<file path="config.mk">
export PLATFORM = sky130hd
export DESIGN_NAME = spi_ram_arbiter
export DESIGN_NICKNAME = d
export VERILOG_FILES = /design/src/rtl/spi_ram_arbiter.sv
export SDC_FILE = /design/constraint.sdc
export NUM_CORES = 1
export LEC_CHECK = 0
export CAP_MARGIN = 25
export CELL_PAD_IN_SITES_DETAIL_PLACEMENT = 0
export CELL_PAD_IN_SITES_GLOBAL_PLACEMENT = 1
export CORE_ASPECT_RATIO = 1.25
export CORE_UTILIZATION = 35
export DETAILED_ROUTE_END_ITERATION = 16
export PLACE_DENSITY = 0.79
export SYNTH_ARGS = -nofsm -noshare
export SYNTH_HDL_FRONTEND = slang
export SYNTH_SLANG_ARGS = --single-unit
</file>
<file path="constraint.sdc">
create_clock -name clk -period 2.44 [get_ports clk]
set_clock_uncertainty 0.15 [all_clocks]
set_input_delay 0.488 -clock clk [delete_from_list [all_inputs] [get_ports clk]]
set_output_delay 0.488 -clock clk [all_outputs]
set_load 0.01 [all_outputs]
</file>
<file path="src/rtl/spi_ram_arbiter.sv">
// spi_ram_arbiter: decodes SPI command words into RAM cycles and shares the single RAM port with a host, round-robin.
// Latency: SPI strobe -> RAM cycle 2 clk, SPI read data 4 clk; host_req -> host_gnt/RAM 1 clk, host read data 3 clk.
// Backpressure: none on SPI (one pending data command, extras dropped and flagged on spi_ovf); host holds host_req until host_gnt.
// Optional feature: define SPI_ARB_AUTO_INC_EN to post-increment wr_addr/rd_addr after each SPI write/read access.
module spi_ram_arbiter #(
   parameter int ADDR_WIDTH = 8,
   parameter int DATA_WIDTH = 8   // must not exceed ADDR_WIDTH: write data comes from the command payload
) (
   input  logic                  clk,
   input  logic                  rst,
   // SPI slave side
   input  logic [ADDR_WIDTH+1:0] rx_data,
   input  logic                  rx_valid,
   output logic [DATA_WIDTH-1:0] tx_data,
   output logic                  tx_valid,
   // parallel host side
   input  logic                  host_req,
   input  logic                  host_we,
   input  logic [ADDR_WIDTH-1:0] host_addr,
   input  logic [DATA_WIDTH-1:0] host_wdata,
   output logic                  host_gnt,
   output logic [DATA_WIDTH-1:0] host_rdata,
   output logic                  host_rvalid,
   // single-port RAM side
   output logic                  ram_en,
   output logic                  ram_we,
   output logic [ADDR_WIDTH-1:0] ram_addr,
   output logic [DATA_WIDTH-1:0] ram_din,
   input  logic [DATA_WIDTH-1:0] ram_dout,
   // status
   output logic                  spi_ovf
);

   // Command opcodes carried in the top two bits of the SPI word.
   localparam logic [1:0] OP_WADDR = 2'b00;
   localparam logic [1:0] OP_RADDR = 2'b10;

   typedef enum logic [1:0] {
      IDLE     = 2'b00,
      SPI_ACC  = 2'b01,
      HOST_ACC = 2'b10,
      RD_WAIT  = 2'b11
   } state_t;

   state_t                  state;
   state_t                  state_nx;

   logic [1:0]              opcode;
   logic [ADDR_WIDTH-1:0]   payload;
   logic                    data_cmd;     // opcode 01 or 11: needs a RAM cycle

   logic [ADDR_WIDTH-1:0]   wr_addr;
   logic [ADDR_WIDTH-1:0]   rd_addr;

   // One-deep holding slot for an SPI data command waiting for the RAM.
   logic                    spi_pend;
   logic                    spi_pend_rd;  // 1 = read (opcode 11), 0 = write (opcode 01)
   logic [DATA_WIDTH-1:0]   spi_pend_dat;

   logic                    last_spi;     // 1 = most recent grant went to SPI; reset favours SPI on first conflict
   logic                    rd_owner_spi; // which side the read in RD_WAIT belongs to

   assign opcode   = rx_data[ADDR_WIDTH+1 -: 2];
   assign payload  = rx_data[ADDR_WIDTH-1:0];
   assign data_cmd = rx_valid & opcode[0];

   // State register.
   always_ff @(posedge clk or posedge rst) begin
      if (rst) begin
         state <= IDLE;
      end else begin
         state <= state_nx;
      end
   end

   // Arbitration, next-state and RAM port drive; RAM port is quiet outside the access states.
   always_comb begin
      state_nx = state;
      ram_en   = 1'b0;
      ram_we   = 1'b0;
      ram_addr = '0;
      ram_din  = '0;
      host_gnt = 1'b0;
      case (state)
         IDLE: begin
            // SPI wins when alone, or when contending and the host was served last.
            if (spi_pend && (!host_req || !last_spi)) begin
               state_nx = SPI_ACC;
            end else if (host_req) begin
               state_nx = HOST_ACC;
            end
         end
         SPI_ACC: begin
            ram_en   = 1'b1;
            ram_we   = ~spi_pend_rd;
            ram_addr = spi_pend_rd ? rd_addr : wr_addr;
            ram_din  = spi_pend_rd ? '0 : spi_pend_dat;
            state_nx = spi_pend_rd ? RD_WAIT : IDLE;
         end
         HOST_ACC: begin
            ram_en   = 1'b1;
            ram_we   = host_we;
            ram_addr = host_addr;
            ram_din  = host_we ? host_wdata : '0;
            host_gnt = 1'b1;
            state_nx = host_we ? IDLE : RD_WAIT;
         end
         RD_WAIT: begin
            state_nx = IDLE;
         end
         default: begin
            state_nx = IDLE;
         end
      endcase
   end

   // Round-robin memory and read-owner tracking, updated in the access cycle.
   always_ff @(posedge clk or posedge rst) begin
      if (rst) begin
         last_spi     <= 1'b0;
         rd_owner_spi <= 1'b0;
      end else if (state == SPI_ACC) begin
         last_spi     <= 1'b1;
         rd_owner_spi <= 1'b1;
      end else if (state == HOST_ACC) begin
         last_spi     <= 1'b0;
         rd_owner_spi <= 1'b0;
      end
   end

   // Pending SPI data command: cleared when served, refilled only when empty.
   always_ff @(posedge clk or posedge rst) begin
      if (rst) begin
         spi_pend     <= 1'b0;
         spi_pend_rd  <= 1'b0;
         spi_pend_dat <= '0;
      end else begin
         if (state == SPI_ACC) begin
            spi_pend <= 1'b0;
         end
         // SPI_ACC implies spi_pend=1, so a refill never collides with the clear.
         if (data_cmd && !spi_pend) begin
            spi_pend     <= 1'b1;
            spi_pend_rd  <= opcode[1];
            spi_pend_dat <= payload[DATA_WIDTH-1:0];
         end
      end
   end

   // Sticky overflow: a data command arrived while the slot was still occupied.
   always_ff @(posedge clk or posedge rst) begin
      if (rst) begin
         spi_ovf <= 1'b0;
      end else if (data_cmd && spi_pend) begin
         spi_ovf <= 1'b1;
      end
   end

   // Address registers: optional post-increment after SPI accesses, an explicit latch in the same cycle takes priority.
   always_ff @(posedge clk or posedge rst) begin
      if (rst) begin
         wr_addr <= '0;
         rd_addr <= '0;
      end else begin
`ifdef SPI_ARB_AUTO_INC_EN
         if (state == SPI_ACC && !spi_pend_rd) begin
            wr_addr <= wr_addr + {{(ADDR_WIDTH-1){1'b0}}, 1'b1};
         end
         if (state == SPI_ACC && spi_pend_rd) begin
            rd_addr <= rd_addr + {{(ADDR_WIDTH-1){1'b0}}, 1'b1};
         end
`endif
         if (rx_valid && opcode == OP_WADDR) begin
            wr_addr <= payload;
         end
         if (rx_valid && opcode == OP_RADDR) begin
            rd_addr <= payload;
         end
      end
   end

   // Read return: capture RAM data in RD_WAIT and strobe the owning side one cycle later.
   always_ff @(posedge clk or posedge rst) begin
      if (rst) begin
         tx_data     <= '0;
         tx_valid    <= 1'b0;
         host_rdata  <= '0;
         host_rvalid <= 1'b0;
      end else begin
         tx_valid    <= 1'b0;
         host_rvalid <= 1'b0;
         if (state == RD_WAIT) begin
            if (rd_owner_spi) begin
               tx_data  <= ram_dout;
               tx_valid <= 1'b1;
            end else begin
               host_rdata  <= ram_dout;
               host_rvalid <= 1'b1;
            end
         end
      end
   end

endmodule

</file>
==> metrics <==
min-delay worst type=flop to flop; final setup margin=0.0726 ns; Place WS=-0.193 ns; final WL=5360 µm; Yosys cell types=22; Vias/cell=4.63; Worst R2R End=tx_data[5]; most common cell after layout, fill and taps aside=clkdlybuf4s50_1; worst-path maximum fanout=6; r2r startpoint=state[0]; Worst-Margin Slew=just over 0.5 ns; row count=32; Seq cells post-synth=48; first-pass iteration count of the detailed router=4; Fmax=422 MHz; die area=6800 µm²; P_leak=1.44 nW; pin count of the biggest net entering global routing=26; Worst Setup EP=ram_addr[2]; TritonCTS Buffers=5; Mean Syn Cell Area=13.4 µm²; Syn Std Cell Area=2270 µm²; PortBufs=76; worst vdd ir=574 µV; CTS clk-pin slew, worst paths=0.08 ns; H-tree levels=2; max_slew headroom=0.654; Final HPWL DP=around 3900 µm; number of global-route vias before repair=approximately 1800; Core Area=just over 6000 µm²; status=complete, no violations; I/O pins=77; Residual DRC=0; cts-stage hold buffer count=0; GRT Resource Usage Total=0.169; leading cell types in the layout, fill and taps excluded=58 x clkdlybuf4s50_1, 50 x mux2_2, 48 x dfrtp_1, 17 x nor2b_1, 16 x buf_4; CTS tree=built; clock buffer depth=2; Fill cells=569; Synth Net Count=215; Max Cap Viol=0; nets=just over 300; die width=74.0 µm; sequential share of the synthesized area=0.530; cell count after synthesis=169; antenna violations before repair=1; Finished Layout Cells=352; first-pass GRT wire length=roughly 8500 µm; Crit Path Class=flop to primary output; DR vias=approximately 1600; critical path endpoint category=primary output; DRT iter0 DRCs=56; data arrival time of the worst path=1.73 ns; Tmin final=2.37 ns; DRT antenna net count=0; WL/cell=15.2 µm; Clk Latency, worst-skew pair=about 0.30 ns; initial core utilization=0.365; clock sinks=48; Die Ht=92.0 µm; Setup violations, final=0; R2R setup slack=0.73 ns; clock root buffer=clkbuf_8; r2r worst-path depth=4; startpoint types=flop; pwr/cell area=between 1000 and 1500 nW/µm²; Hold Violations, Final=0; Worst EP required=1.80 ns; Area Growth Syn to Fin=49.6%; GR Overflow Total=0; Final GP Congestion=~0.7; Critical path origin=state[1]; Final Max Tran Viols=0; unrepaired setup endpoints after global routing=true; Placed Instances=340; layout cells sized above 1=0.391; final period utilization=0.970; post-layout power=3.86 mW; synth warn=0
[worst min path at each step]
stage	from	end	slack, ns	depth (start not counted)
after floorplan	rd_addr[0]	rd_addr[0]	0.32	1
after global placement	spi_ovf	spi_ovf	0.31	1
after detailed placement	spi_ovf	spi_ovf	0.31	1
after CTS	spi_ovf	spi_ovf	0.33	1
after global routing	spi_ovf	spi_ovf	0.36	1
final	spi_ovf	spi_ovf	0.33	1
[critical path: stages (launching register included)]
cell and delay [ns]:
dfrtp_1 0.40, buf_4 0.15, ha_1 0.19, buf_4 0.17
a22oi_1 0.18, nor2b_1 0.06, dlygate4sd2_1 0.28
[cells by family after synthesis]
| group | Yosys count | synth area share |
|---|---|---|
| muxes | 50 | 0.248 |
| adders and majority gates | 7 | 0.0387 |
| DFF | 48 | 0.530 |
| AOI/OAI and AO/OA | 23 | 0.0745 |
| and+or+nand+nor | 29 | 0.0867 |
| buffers and inverters | 12 | 0.0215 |
[cell type report]
| type | instances | area (µm²) | share of cell area |
|---|---|---|---|
| flip-flops and latches | 48 | 1200 | 0.354 |
| clock inverters | 2 | 35.0 | 0.0103 |
| multi-input cells | 109 | 1050 | 0.311 |
| inverters | 5 | 18.8 | 0.00554 |
| diodes | 1 | 2.50 | 0.000738 |
| well taps | 85 | 106 | 0.0314 |
| repair buffers | 96 | 900 | 0.265 |
| clock buffers | 6 | 72.6 | 0.0214 |
[sequential cells by signal (all words and copies together), names as in the netlist]
register and count:
host_rdata 8, host_rvalid 1, rd_addr 8, rd_owner_spi 1, spi_ovf 1, spi_pend 1
spi_pend_dat 8, spi_pend_rd 1, state 2, tx_data 8, tx_valid 1, wr_addr 8
[routing by layer]
layer | wire length [µm] | GRT usage | vias to the layer above
li1 | - | - | 794
met1 | 2250 | 0.200 | 782
met2 | 2570 | 0.272 | 50
met3 | 490 | 0.0846 | 5
met4 | 46 | 0.0337 | 0
met5 | 0 | 0 | -
[synthesized netlist by cell type]
| library cell | n | share of area |
|---|---|---|
| nor3b_4 | 1 | 0.0083 |
| buf_2 | 2 | 0.0044 |
| dfrtp_1 | 48 | 0.53 |
| clkbuf_2 | 1 | 0.0022 |
| o21ai_0 | 2 | 0.0044 |
| nand2b_1 | 1 | 0.0028 |
| a21oi_1 | 1 | 0.0022 |
| nand3_2 | 1 | 0.0044 |
| nor3b_1 | 1 | 0.0033 |
| a22oi_1 | 16 | 0.053 |
| o21a_1 | 1 | 0.0033 |
| nor2b_1 | 18 | 0.050 |
| and2_1 | 1 | 0.0028 |
| nand3b_2 | 1 | 0.0050 |
| a31o_2 | 2 | 0.0077 |
| a2bb2oi_1 | 1 | 0.0039 |
| and3b_1 | 1 | 0.0039 |
| clkbuf_1 | 4 | 0.0066 |
| nand2_1 | 4 | 0.0066 |
| inv_1 | 5 | 0.0083 |
| mux2_2 | 50 | 0.25 |
| ha_1 | 7 | 0.039 |
[where the power goes]
group	internal (mW)	switching, mW	total [mW]
sequential	1.10	0.168	1.27
combinational	1.22	0.814	2.04
clock	0.304	0.257	0.561
total	2.63	1.24	3.86
[stage by stage]
stage / setup TNS [ns] / utilization / hold slack, ns / instance area [µm²]
after floorplan: 0 / - / 0.324 / 2270
after global placement: -1.35 / 0.529 / 0.306 / 3280
after detailed placement: -1.58 / 0.529 / 0.310 / 3280
after CTS: 0 / 0.549 / 0.335 / 3410
after global routing: -0.0603 / 0.546 / 0.363 / 3390
final: 0 / 0.546 / 0.330 / 3390
[what timing repair did]
| action | CTS | global route |
|---|---|---|
| setup buffers | 1 | 2 |
| endpoints found under the setup margin | 18 | 17 |
| pin swaps | 0 | 1 |
| resized for setup | 29 | 23 |
No activity file was read; power rests on OpenSTA's default activity.
